## config.mk

```make
export PLATFORM = sky130hd
export DESIGN_NAME = draw_controller
export DESIGN_NICKNAME = d
export VERILOG_FILES = /design/src/rtl/draw_pkg.sv /design/src/rtl/draw_controller_rect_scanner.sv /design/src/rtl/draw_controller.sv
export SDC_FILE = /design/constraint.sdc
export NUM_CORES = 1
export LEC_CHECK = 0
export ABC_CLOCK_PERIOD_IN_PS = 2300
export BUFFER_PORTS_ARGS = -buffer_cell sky130_fd_sc_hd__buf_2
export CORE_MARGIN = 5
export CORE_UTILIZATION = 54
export DETAILED_ROUTE_END_ITERATION = 12
export PLACE_DENSITY = 0.77
export SLEW_MARGIN = 0
export SYNTH_ARGS = -nofsm -noshare
export SYNTH_HDL_FRONTEND = slang
export SYNTH_SLANG_ARGS = --single-unit
```

## constraint.sdc

```tcl
create_clock -name Clock -period 2.3 [get_ports Clock]
set_clock_uncertainty 0.1 [all_clocks]
set_input_delay 0.115 -clock Clock [delete_from_list [all_inputs] [get_ports Clock]]
set_output_delay 0.115 -clock Clock [all_outputs]
set_load 0.02 [all_outputs]
```

## src/rtl/draw_pkg.sv

```systemverilog
// Shared types and constants for the drawing-mode controller.
package draw_pkg;

    localparam int DEF_X_W = 8;
    localparam int DEF_Y_W = 7;
    localparam int DEF_C_W = 3;

    localparam logic [1:0] MODE_OFF     = 2'b00;
    localparam logic [1:0] MODE_FREE    = 2'b01;
    localparam logic [1:0] MODE_FILL    = 2'b10;
    localparam logic [1:0] MODE_OUTLINE = 2'b11;

    typedef enum logic [2:0] {
        IDLE,
        LOAD_P1,
        WAIT_REL,
        LOAD_P2,
        SCAN,
        FREE,
        DONE
    } state_t;

endpackage

```

## src/rtl/draw_controller_rect_scanner.sv

```systemverilog
// Row-major pixel walker over a normalised rectangle; one position per step.
// Registered x/y; on_border and last are combinational from the counters.
module rect_scanner #(
    parameter int X_W = 8,
    parameter int Y_W = 7
) (
    input  logic           Clock,
    input  logic           reset_N,
    input  logic           load,
    input  logic           step,
    input  logic [X_W-1:0] xmin,
    input  logic [X_W-1:0] xmax,
    input  logic [Y_W-1:0] ymin,
    input  logic [Y_W-1:0] ymax,
    output logic [X_W-1:0] x,
    output logic [Y_W-1:0] y,
    output logic           on_border,
    output logic           last
);

    always_ff @(posedge Clock) begin
        if (!reset_N) begin
            x <= '0;
            y <= '0;
        end else if (load) begin
            x <= xmin;
            y <= ymin;
        end else if (step) begin
            if (x == xmax) begin
                x <= xmin;
                y <= y + 1'b1;
            end else begin
                x <= x + 1'b1;
            end
        end
    end

    assign on_border = (x == xmin) || (x == xmax) || (y == ymin) || (y == ymax);
    assign last      = (x == xmax) && (y == ymax);

endmodule

```

## src/rtl/draw_controller.sv

```systemverilog
// Captures two corners from the user inputs and streams pixel writes for a
// filled/outline rectangle, or passes coordinates through in free-form mode.
module draw_controller
    import draw_pkg::*;
#(
    parameter int X_W = DEF_X_W,
    parameter int Y_W = DEF_Y_W,
    parameter int C_W = DEF_C_W
) (
    input  logic           Clock,
    input  logic           reset_N,
    input  logic [1:0]     mode,
    input  logic           start,
    input  logic [X_W-1:0] x_in,
    input  logic [Y_W-1:0] y_in,
    input  logic [C_W-1:0] c_in,
    output logic           plot,
    output logic [X_W-1:0] x_out,
    output logic [Y_W-1:0] y_out,
    output logic [C_W-1:0] c_out,
    output logic           busy,
    output logic           done
);

    state_t         state, state_d;
    logic           start_q;
    logic [1:0]     mode_q;
    logic [X_W-1:0] x1_q, xmin_q, xmax_q;
    logic [Y_W-1:0] y1_q, ymin_q, ymax_q;
    logic [C_W-1:0] c_q;

    logic           rise, fall;
    logic [X_W-1:0] nxmin, nxmax, sc_xmin, sc_x;
    logic [Y_W-1:0] nymin, nymax, sc_ymin, sc_y;
    logic           sc_border, sc_last;

    assign rise = start & ~start_q;
    assign fall = ~start & start_q;

    // P2 is live on the inputs during LOAD_P2, so normalise against it directly
    assign nxmin = (x1_q <= x_in) ? x1_q : x_in;
    assign nxmax = (x1_q <= x_in) ? x_in : x1_q;
    assign nymin = (y1_q <= y_in) ? y1_q : y_in;
    assign nymax = (y1_q <= y_in) ? y_in : y1_q;

    assign sc_xmin = (state == LOAD_P2) ? nxmin : xmin_q;
    assign sc_ymin = (state == LOAD_P2) ? nymin : ymin_q;

    rect_scanner #(.X_W(X_W), .Y_W(Y_W)) u_scan (
        .Clock     (Clock),
        .reset_N   (reset_N),
        .load      (state == LOAD_P2),
        .step      (state == SCAN),
        .xmin      (sc_xmin),
        .xmax      (xmax_q),
        .ymin      (sc_ymin),
        .ymax      (ymax_q),
        .x         (sc_x),
        .y         (sc_y),
        .on_border (sc_border),
        .last      (sc_last)
    );

    always_ff @(posedge Clock) begin
        if (!reset_N) state <= IDLE;
        else          state <= state_d;
    end

    always_comb begin
        state_d = state;
        case (state)
            IDLE: begin
                if (rise && mode[1])                  state_d = LOAD_P1;
                else if (mode == MODE_FREE && start)  state_d = FREE;
            end
            LOAD_P1:  state_d = WAIT_REL;
            WAIT_REL: if (fall) state_d = LOAD_P2;
            LOAD_P2:  state_d = SCAN;
            SCAN:     if (sc_last) state_d = DONE;
            FREE:     if (!start || mode != MODE_FREE) state_d = IDLE;
            DONE:     state_d = IDLE;
            default:  state_d = IDLE;
        endcase
        // Switching off aborts from anywhere, ahead of every other transition
        if (mode == MODE_OFF) state_d = IDLE;
    end

    always_ff @(posedge Clock) begin
        if (!reset_N) begin
            start_q <= 1'b0;
            mode_q  <= MODE_OFF;
            x1_q    <= '0;
            y1_q    <= '0;
            c_q     <= '0;
            xmin_q  <= '0;
            xmax_q  <= '0;
            ymin_q  <= '0;
            ymax_q  <= '0;
        end else begin
            start_q <= start;
            if (state == IDLE && state_d == LOAD_P1) mode_q <= mode;
            if (state == LOAD_P1) begin
                x1_q <= x_in;
                y1_q <= y_in;
                c_q  <= c_in;
            end
            if (state == LOAD_P2) begin
                xmin_q <= nxmin;
                xmax_q <= nxmax;
                ymin_q <= nymin;
                ymax_q <= nymax;
            end
        end
    end

    always_comb begin
        plot  = 1'b0;
        x_out = '0;
        y_out = '0;
        c_out = '0;
        done  = 1'b0;
        case (state)
            SCAN: begin
                plot  = (mode_q == MODE_FILL) || sc_border;
                x_out = sc_x;
                y_out = sc_y;
                c_out = c_q;
            end
            FREE: begin
                plot  = 1'b1;
                x_out = x_in;
                y_out = y_in;
                c_out = c_in;
            end
            DONE:    done = 1'b1;
            default: ;
        endcase
    end

    assign busy = (state != IDLE);

endmodule

```

==> qor.yml, run 1 <==
fin_tns_setup_ps: -3280
antenna_found_initial: 0
failed_checks: "negative setup slack"
synth.cell_area_um2: 4290
synthFlopType: "dfxtp_1"
synthToLayoutAreaGrowth_pct: 36.8
setup_viol: 17
crit_top_cell: "buf_4"
startpoint_type: "flop"
syn_nets: 587
portBuffers: 43
num_rows: 32
worstPathArrival_ps: 3010
rsz0062_at_grt: "true"
diodes: 0
initial_core_util: 0.555
status: "complete, but fails checks"
h-tree-depth: 3
p_leak_nw: 2.41
finalInstanceArea_um2: 5860
slew_violations: 0
pwr-share-clk: 0.390
synth_common_cells: "nor2_1 (83), dfxtp_1 (69), nand2_1 (49), a21oi_1 (48), mux2i_1 (34)"
regArea_um2: 1390
dp_hpwl_um: 9430
cts_tree: "done"
nFillCells: 492
worstSetupEndpointType: "output pin"
final_util: 0.759
drt-initial-drc-count: 536
p_total_mw: 3.19
drt_pre_antenna_iters: 5
grt_max_degree: 31
synth.top_cells.by_area: "dfxtp_1 (32%), mux2i_1 (7.9%), nor2_1 (7.3%), a21oi_1 (5.6%), ha_1 (5.0%)"
crit_buf_inv: 3
timing.final.ws_setup_ps: -928
drt-total-wl_um: 15000
ff2ff_path_depth: 12
maxCapViolCount: 0
hp-class: "input port to flop"
clk_latency_ps: 360
vias_per_cell: 6.24
place_area_um2: 5200
crit_chain: "ha_4 > buf_4 > and4_4 > nor2_4 > buf_4 > o31a_1 > o31ai_1 > o221a_2 > nand4_1 > o211ai_1 > buf_4"
drc: 0
fmax_mhz: 310
synth_edf_count: 0
post_drt_wl_per_cell_um: 19.5
synthCells: 547
clockBufferDepth: 2
drive_gt1_frac: 0.332
worstSetupPathType: "flop to output pin"
power_density_nw_per_um2: 544
dieArea_um2: 9820
ioPinCount: 44
irDropWorstVdd_uv: 410
comb_power_share: 0.217
synth_cell_types: 60
fin_crit_ps: 3230
slew_headroom: 0.407
grt_first_pass_wirelength_um: 21900
intPower_mw: 2.26
cp.depth: 11
whs_path_depth: 4
syn_area_per_cell_um2: 7.83
switchingPower_uw: 930
ys_warn_count: 0
clkTransAtPathRegs_ps: 80
async_flop_share: 0
synth_top_area_share: 0.322
multi_input_area_um2: 2950
hold_viol: 0
dp_cells: 743
stdcell_count: 770
pwr-share-seq: 0.393
synth.most_common_cell: "nor2_1"
worst_pin_slew_ps: 890
grt_overflow: 0
track_usage: 0.277
cp.required_ps: 2090
clockRootBuffer: "clkbuf_8"
core-area_um2: 7730
die_y_um: 99.1
ys_seq_area_frac: 0.322
crit_family: "compound AO/OA/AOI/OAI gates"
p_sw_frac: 0.292
synth-seq-cells: 69
grt_pass1_vias: 4487
dr_total_vias: 4806
die_w_um: 99.1
critPathSlowestCell: "dfxtp_4"
nets: 703
cts_buffers: 9
ant_nets: 0
synth_area_leader_cell: "dfxtp_1"
gp_congestion: 0.984
period_share: 1.40
slowest_delay_ps: 370
cp_max_fo: 3
cts.sinks: 69
==> flip-flops by register name, indices dropped and copies added (netlist names), 7 cells and up <==
register,flops
ymin_q,7
u_scan.y,7
u_scan.x,8
xmin_q,8
y1_q,7
x1_q,8
ymax_q,7
xmax_q,8
==> layout by cell type, fill, tap and decap left out, types with 3 or more instances in the layout <==
| master | count |
|---|---|
| buf_4 | 86 |
| nor2_1 | 79 |
| dfxtp_1 | 64 |
| nand2_1 | 47 |
| a21oi_1 | 45 |
| buf_2 | 42 |
| mux2i_1 | 29 |
| inv_1 | 25 |
| a211oi_1 | 19 |
| o21ai_0 | 17 |
| xnor2_1 | 17 |
| ha_1 | 12 |
| xor2_1 | 10 |
| buf_6 | 10 |
| nand4_1 | 9 |
| and2_1 | 9 |
| clkbuf_8 | 9 |
| o21ai_2 | 7 |
| o31ai_1 | 5 |
| o211ai_1 | 5 |
| nor3_1 | 5 |
| ha_4 | 5 |
| dlygate4sd3_1 | 5 |
| nor2b_1 | 4 |
| nand3_1 | 4 |
| o221ai_1 | 4 |
| a31oi_1 | 4 |
| dfxtp_2 | 4 |
| nand2b_1 | 3 |
| nand3b_1 | 3 |
| mux2i_2 | 3 |
| a21oi_2 | 3 |
| nor3_4 | 3 |
| o21ai_1 | 3 |
| bufinv_16 | 3 |
==> repair_timing <==
action                                 in CTS  in global routing
endpoints found under the hold margin       6                  0
pin swaps                                  23                 27
setup endpoints to repair                   9                 23
hold buffers                                5                  0
setup buffers                               3                  3
resized for setup                          29                 47
==> path summary, 6_finish.rpt <==
kind,startpoint,slack [ps],to
worst max-delay path,x1_q[7]$_SDFFE_PN0P_,-930,plot
worst min-delay path,y_in[4],40,y1_q[4]$_SDFFE_PN0P_
worst max register to register,x1_q[7]$_SDFFE_PN0P_,-340,u_scan.x[2]$_SDFFE_PN0P_
worst min register to register,c_q[1]$_SDFFE_PN0P_,370,c_q[1]$_SDFFE_PN0P_
==> cells by family (layout without fill, tap and decap cells) <==
logic type | Yosys count | count (layout) | synth area share
xor gates and xnor gates | 28 | 28 | 0.0590
adders and majority gates | 18 | 18 | 0.0520
DFF | 69 | 69 | 0.322
muxes | 36 | 36 | 0.0847
AOI/OAI and AO/OA | 135 | 135 | 0.198
buffers and inverters | 65 | 186 | 0.0616
and+or+nand+nor | 196 | 196 | 0.222
==> tightest hold or removal path, delay by kind of cell <==
family	cells	cell delay (ps)
AND/OR/NAND/NOR	1	50
buffers and inverters	2	250
AO/OA/AOI/OAI	1	50
==> power by group through the flow <==
stage | registers (mW) | clock network, mW | logic, mW
floorplan | 1.27 | 0 | 0.333
global placement | 1.27 | 0 | 0.562
detailed placement | 1.28 | 0 | 0.578
CTS | 1.25 | 1.24 | 0.615
global route | 1.25 | 1.31 | 0.734
finish | 1.25 | 1.24 | 0.692
==> area by class of cell <==
cell class | instances | share of cell area
multi-input combinational | 413 | 0.503
sequential | 69 | 0.237
timing repair buffer | 145 | 0.181
tap | 102 | 0.0218
clock buffer | 9 | 0.0211
clock inverter | 7 | 0.0209
inverter | 25 | 0.0160
==> routing by layer <==
layer,wire length (um),track usage,vias to the layer above
met2,6910,0.432,325
li1,-,-,2153
met5,0,0,-
met4,719,0.130,0
met1,6020,0.367,2247
met3,1380,0.0559,81
==> through the flow <==
stage | setup slack, ps | hold WS (ps)
detailed placement | -467 | 276
global route | -943 | 52.8
floorplan | -128 | 137
global placement | -399 | 266
CTS | -743 | 26.9
finish | -928 | 37.2
No activity file was read; power rests on OpenSTA's default activity.
==> inputs of run 2 (changes only) <==
--- a/config.mk
+++ b/config.mk
@@ -5,7 +5,7 @@
 export SDC_FILE = /design/constraint.sdc
 export NUM_CORES = 1
 export LEC_CHECK = 0
-export ABC_CLOCK_PERIOD_IN_PS = 2300
+export ABC_CLOCK_PERIOD_IN_PS = 2870
 export BUFFER_PORTS_ARGS = -buffer_cell sky130_fd_sc_hd__buf_2
 export CORE_MARGIN = 5
 export CORE_UTILIZATION = 54
==> constraint.sdc (replaced) <==
create_clock -name Clock -period 2.87 [get_ports Clock]
set_clock_uncertainty 0.1 [all_clocks]
set_input_delay 0.1435 -clock Clock [delete_from_list [all_inputs] [get_ports Clock]]
set_output_delay 0.1435 -clock Clock [all_outputs]
set_load 0.02 [all_outputs]
==> run 2 against run 1 <==
Effect of this change: the flow still finishes with violations (negative setup slack); via count fell by 11%; utilization fell by 7.0 points; sequential cell count did not move; routed wire length fell by 17%; setup slack improved by 640 ps; combinational power fell by 36%; worst hold slack improved by 28 ps; critical path depth did not move; non-clock buffer count fell by 53; final cell count fell by 7.0%; critical endpoint unchanged; largest power group unchanged.
==> qor.yml, run 2 (synthesized netlist as in run 1, its figures left out) <==
stdcell_count: 716  # -7.0%
drt_pre_antenna_iters: 8  # +3
dieArea_um2: 9820  # unchanged
cts_buffers: 9  # unchanged
worst_pin_slew_ps: 1140  # +248 ps
final_common_cell: "nor2_1"
initial_core_util: 0.555  # unchanged
grt_max_degree: 29  # -6.5%
dpl_worst_slack_ps: 20.2  # +487 ps
drive_gt1_frac: 0.230  # -0.103
crit_buf_inv: 2  # -1
die_y_um: 99.1  # unchanged
nFillCells: 599  # +22%
dp_cells: 676  # -9.0%
track_usage: 0.248  # -0.0293
drt-total-wl_um: 12500  # -17%
drt-initial-drc-count: 401  # -25%
gp_congestion: 0.951  # -3.4%
worstSetupPathType: "flop to output pin"
fin_crit_ps: 3160
maxCapViolCount: 0  # unchanged
ioPinCount: 44  # unchanged
num_rows: 32  # unchanged
fmax_mhz: 317
clockBufferDepth: 2  # unchanged
rsz0062_at_grt: "true"
cts.sinks: 69  # unchanged
p_total_mw: 2.34  # -27%
slowest_delay_ps: 350  # -20 ps
whs_ps: 65.0  # +27.8 ps
fin_tns_setup_ps: -288  # +2990 ps
grt_pass1_vias: 4115  # -8.3%
nets: 650  # -7.5%
power_density_nw_per_um2: 439  # -19%
dp_hpwl_um: 7900  # -16%
h-tree-depth: 3  # unchanged
final_cell_mix: "nor2_1 (81), dfxtp_1 (63), nand2_1 (49), a21oi_1 (42), buf_2 (42)"
diodes: 0  # unchanged
cts_tree: "done"
vias_per_cell: 5.99  # -4.0%
multi_input_area_um2: 2850  # -3.4%
reg2reg_slack_ps: 320  # +660 ps
clk_latency_ps: 360  # about the same
status: "complete, but fails checks"
clkTransAtPathRegs_ps: 80  # about the same
grt_overflow: 0  # unchanged
cp_max_fo: 15  # +12
startpoint_type: "flop"
crit_chain: "ha_1 > nand4_1 > or2_2 > o31a_1 > buf_12 > mux2i_2 > a21oi_1 > xnor2_1 > nand3_2 > o211ai_1 > buf_4"
drc: 0  # unchanged
failed_checks: "negative setup slack"
core-area_um2: 7730  # unchanged
dr_total_vias: 4288  # -11%
worstSetupEndpointType: "output pin"
hp-class: "input port to flop"
worstPathArrival_ps: 2910  # -100 ps
slew_headroom: 0.234  # -0.173
clockRootBuffer: "clkbuf_8"
setup_viol: 1  # -16
die_w_um: 99.1  # unchanged
timing.final.ws_setup_ps: -288  # +640 ps
post_drt_wl_per_cell_um: 17.5  # -10%
ant_nets: 0  # unchanged
antenna_found_initial: 0  # unchanged
crit_family: "compound AO/OA/AOI/OAI gates"
irDropWorstVdd_uv: 265  # -35%
hold_viol: 0  # unchanged
critPathSlowestCell: "dfxtp_1"
p_leak_nw: 2.11  # -12%
grt_first_pass_wirelength_um: 19700  # -9.7%
portBuffers: 43  # unchanged
cp.required_ps: 2630  # +540 ps
regArea_um2: 1390  # about the same
synthToLayoutAreaGrowth_pct: 24.2
period_share: 1.10
slew_violations: 0  # unchanged
-- run 2: metrics by stage --
step	cell area [um2]	util
2_1_floorplan	4290	-
3_3_place_gp	4660	0.603
3_5_place_dp	4660	0.603
4_1_cts	5240	0.678
5_1_grt	5320	0.689
6_report	5320	0.689
-- run 2: worst paths after layout --
path,end,start,cells past startpoint
min reg2reg,c_q[1]$_SDFFE_PN0P_,c_q[1]$_SDFFE_PN0P_,2
max reg2reg,u_scan.x[2]$_SDFFE_PN0P_,x1_q[1]$_SDFFE_PN0P_,10
min,xmax_q[4]$_SDFFE_PN0P_,x_in[4],3
max,plot,y1_q[3]$_SDFFE_PN0P_,11
-- run 2: area by class of cell --
type / instances / share of cell area
Clock buffer: 11 / 0.0266
Multi-Input combinational cell: 413 / 0.535
Inverter: 25 / 0.0176
Clock inverter: 4 / 0.0136
Tap cell: 102 / 0.0240
Timing Repair Buffer: 92 / 0.122
Sequential cell: 69 / 0.261
-- run 2: timing repair --
| item | CTS | global route |
|---|---|---|
| hold endpoints to repair | 20 | 0 |
| setup endpoints to repair | 1 | 1 |
| setup buffers | 3 | 3 |
| pin swaps | 13 | 12 |
| gates resized for setup | 30 | 13 |
| hold buffers | 19 | 0 |
-- run 2: worst min-delay path, cell delays in order --
cell and delay, ps:
buf_2 120, mux2i_1 130, a211oi_1 80
-- run 2: power breakdown --
part	switching, mW	internal, mW
sequential	0.0289	0.983
clock	0.375	0.507
combinational	0.256	0.186
total	0.659	1.68
-- run 2: metal layers --
layer  share of wire  up-vias  global-route usage
met5               0        -                   0
met4           0.042        0               0.103
li1                -     2042                   -
met3           0.069       63              0.0594
met2            0.50      188               0.442
met1            0.39     1995               0.282
==> inputs of run 3 (changes only) <==
--- a/config.mk
+++ b/config.mk
@@ -5,12 +5,12 @@
 export SDC_FILE = /design/constraint.sdc
 export NUM_CORES = 1
 export LEC_CHECK = 0
-export ABC_CLOCK_PERIOD_IN_PS = 2870
+export ABC_CLOCK_PERIOD_IN_PS = 3800
 export BUFFER_PORTS_ARGS = -buffer_cell sky130_fd_sc_hd__buf_2
 export CORE_MARGIN = 5
-export CORE_UTILIZATION = 54
+export CORE_UTILIZATION = 60
 export DETAILED_ROUTE_END_ITERATION = 12
-export PLACE_DENSITY = 0.77
+export PLACE_DENSITY = 0.81
 export SLEW_MARGIN = 0
 export SYNTH_ARGS = -nofsm -noshare
 export SYNTH_HDL_FRONTEND = slang
==> constraint.sdc (replaced) <==
create_clock -name Clock -period 3.8 [get_ports Clock]
set_clock_uncertainty 0.1 [all_clocks]
set_input_delay 0.19 -clock Clock [delete_from_list [all_inputs] [get_ports Clock]]
set_output_delay 0.19 -clock Clock [all_outputs]
set_load 0.02 [all_outputs]
==> run 3 against run 2 <==
Effect of this change: the flow now finishes without violations; non-clock buffer count fell by 35; final cell count decreased by 5.6%; total power decreased by 27%; utilization rose by 0.98 points; sequential cell count unchanged; clock power decreased by 23%; combinational power decreased by 39%; sequential share of layout area up 2.6 points; clock-buffer cell count decreased by 2; global-route usage increased by 2.1 points; largest cell class unchanged; largest power group unchanged; highest routed layer unchanged.
==> qor.yml, run 3 (synthesized netlist as in run 1, its figures left out) <==
cp.depth: 10  # -1
drt_pre_antenna_iters: 7  # -1
crit_buf_inv: 1  # -1
num_rows: 30  # -6.3%
place_area_um2: 4520  # -2.8%
dp_cells: 655  # -3.1%
diodes: 0  # unchanged
worstSetupPathType: "flop to output pin"
maxCapViolCount: 0  # unchanged
cts.sinks: 69  # unchanged
setup.worst_path.start: "x1_q[5]$_SDFFE_PN0P_"
rsz0062_at_grt: "false"
fin_crit_ps: 3390
final_cell_mix: "nor2_1 (83), dfxtp_1 (69), nand2_1 (49), a21oi_1 (48), buf_2 (43)"
synthToLayoutAreaGrowth_pct: 12.0
clockBufferDepth: 2  # unchanged
grt_overflow: 0  # unchanged
crit_chain: "ha_1 > a211oi_1 > o21bai_2 > nor2_1 > o31ai_1 > a31oi_1 > a2111oi_0 > nand4_1 > o211ai_1 > buf_2"
post_cts_buffers: 0  # -3
clkTransAtPathRegs_ps: 80  # about the same
fmax_mhz: 295
ant_nets: 0  # unchanged
final_util: 0.699  # +0.00977
drc: 0  # unchanged
finalInstanceArea_um2: 4800  # -9.8%
status: "finished, final reports clean"
hold_viol: 0  # unchanged
gp_congestion: 0.868  # -8.7%
clk_latency_ps: 350  # about the same
slowest_delay_ps: 520  # +170 ps
startpoint_type: "flop"
dp_hpwl_um: 8030  # +1.6%
worst_pin_slew_ps: 773  # -364 ps
post_drt_wl_per_cell_um: 17.0  # -2.5%
slew_violations: 0  # unchanged
critPathSlowestCell: "a2111oi_0"
cp.required_ps: 3510  # +880 ps
die_y_um: 94.5  # -4.6%
worstPathArrival_ps: 3100  # +190 ps
nets: 615  # -5.4%
power_density_nw_per_um2: 357  # -19%
fin_tns_setup_ps: 0  # +288 ps
vias_per_cell: 5.99  # about the same
irDropWorstVdd_uv: 246  # -7.0%
drt-initial-drc-count: 210  # -48%
cp-endpoint: "plot"
hp-class: "input port to flop"
setup_viol: 0  # -1
whs_ps: 4.83  # -60.2 ps
clockRootBuffer: "clkbuf_8"
final_common_cell: "nor2_1"
reg2reg_slack_ps: 1100  # +780 ps
nFillCells: 566  # -5.5%
grt_first_pass_wirelength_um: 18700  # -5.3%
drt-total-wl_um: 11500  # -7.9%
r2r_start: "x1_q[1]$_SDFFE_PN0P_"
antenna_found_initial: 0  # unchanged
cts_tree: "done"
die_w_um: 94.5  # -4.6%
grt_max_degree: 41  # +41%
stdcell_count: 676  # -5.6%
slew_headroom: 0.485  # +0.251
dieArea_um2: 8930  # -9.0%
p_leak_nw: 1.91  # -9.3%
h-tree-depth: 3  # unchanged
track_usage: 0.269  # +0.0206
reg2reg_to: "u_scan.x[2]$_SDFFE_PN0P_"
worstSetupEndpointType: "output pin"
portBuffers: 43  # unchanged
initial_core_util: 0.624  # +0.0693
dr_total_vias: 4050  # -5.6%
grt_pass1_vias: 3930  # -4.5%
drive_gt1_frac: 0.150  # -0.0796
core-area_um2: 6870  # -11%
cp_max_fo: 7  # -8
ioPinCount: 44  # unchanged
period_share: 0.891
ff2ff_path_depth: 10  # unchanged
cts_buffers: 9  # unchanged
crit_family: "compound AO/OA/AOI/OAI gates"
==> run 3: cell type report <==
type / instances / area, um2 / share of cell area
Clock buffer: 9 / 124 / 0.0258
Clock inverter: 7 / 100 / 0.0209
Inverter: 25 / 93.8 / 0.0196
Multi-Input combinational cell: 413 / 2650 / 0.552
Sequential cell: 69 / 1380 / 0.288
Tap cell: 96 / 120 / 0.0250
Timing Repair Buffer: 57 / 333 / 0.0693
==> run 3: worst min-delay path by stage <==
stage | start | to | slack [ps] | depth (start not counted)
finish | y_in[6] | y1_q[6]$_SDFFE_PN0P_ | 5 | 3
global route | y_in[4] | y1_q[4]$_SDFFE_PN0P_ | 10 | 3
CTS | y_in[6] | y1_q[6]$_SDFFE_PN0P_ | 0.02 | 3
detailed placement | c_q[1]$_SDFFE_PN0P_ | c_q[1]$_SDFFE_PN0P_ | 350 | 2
global placement | c_q[2]$_SDFFE_PN0P_ | c_q[2]$_SDFFE_PN0P_ | 340 | 2
floorplan | start | start_q$_SDFF_PN0_ | 210 | 1
==> run 3: metal layers <==
| metal | GRT usage | routed length, um | vias to the layer above |
|---|---|---|---|
| li1 | - | - | 1977 |
| met1 | 0.303 | 4710 | 1889 |
| met2 | 0.480 | 5720 | 151 |
| met3 | 0.0598 | 717 | 33 |
| met4 | 0.125 | 362 | 0 |
| met5 | 0 | 0 | - |
==> run 3: worst register-to-register path: stages, from the launching register on <==
cell and delay, ps:
dfxtp_1 420, ha_1 280, nor2b_1 130, o211a_1 230, o21a_1 240, o21ai_1 220, buf_4 260, mux2i_1 230
o21ai_0 120, a221oi_1 300, nor2_1 80
==> run 3: what timing repair did <==
item	in CTS	in global routing
hold buffers	5	0
endpoints found under the setup margin	0	1
hold endpoints to repair	5	0
resized for setup	0	1
==> run 3: metrics by stage <==
step	power [mW]	setup WS (ps)
finish	1.71	414
floorplan	0.968	1240
global route	1.79	172
CTS	1.72	157
global placement	1.04	727
detailed placement	1.04	686
==> run 3: power by group <==
part	total (mW)	leakage [nW]	switching [mW]	internal (mW)
clock	0.677	0.102	0.306	0.371
combinational	0.269	1.25	0.165	0.104
sequential	0.767	0.558	0.0251	0.742
total	1.71	1.91	0.497	1.22
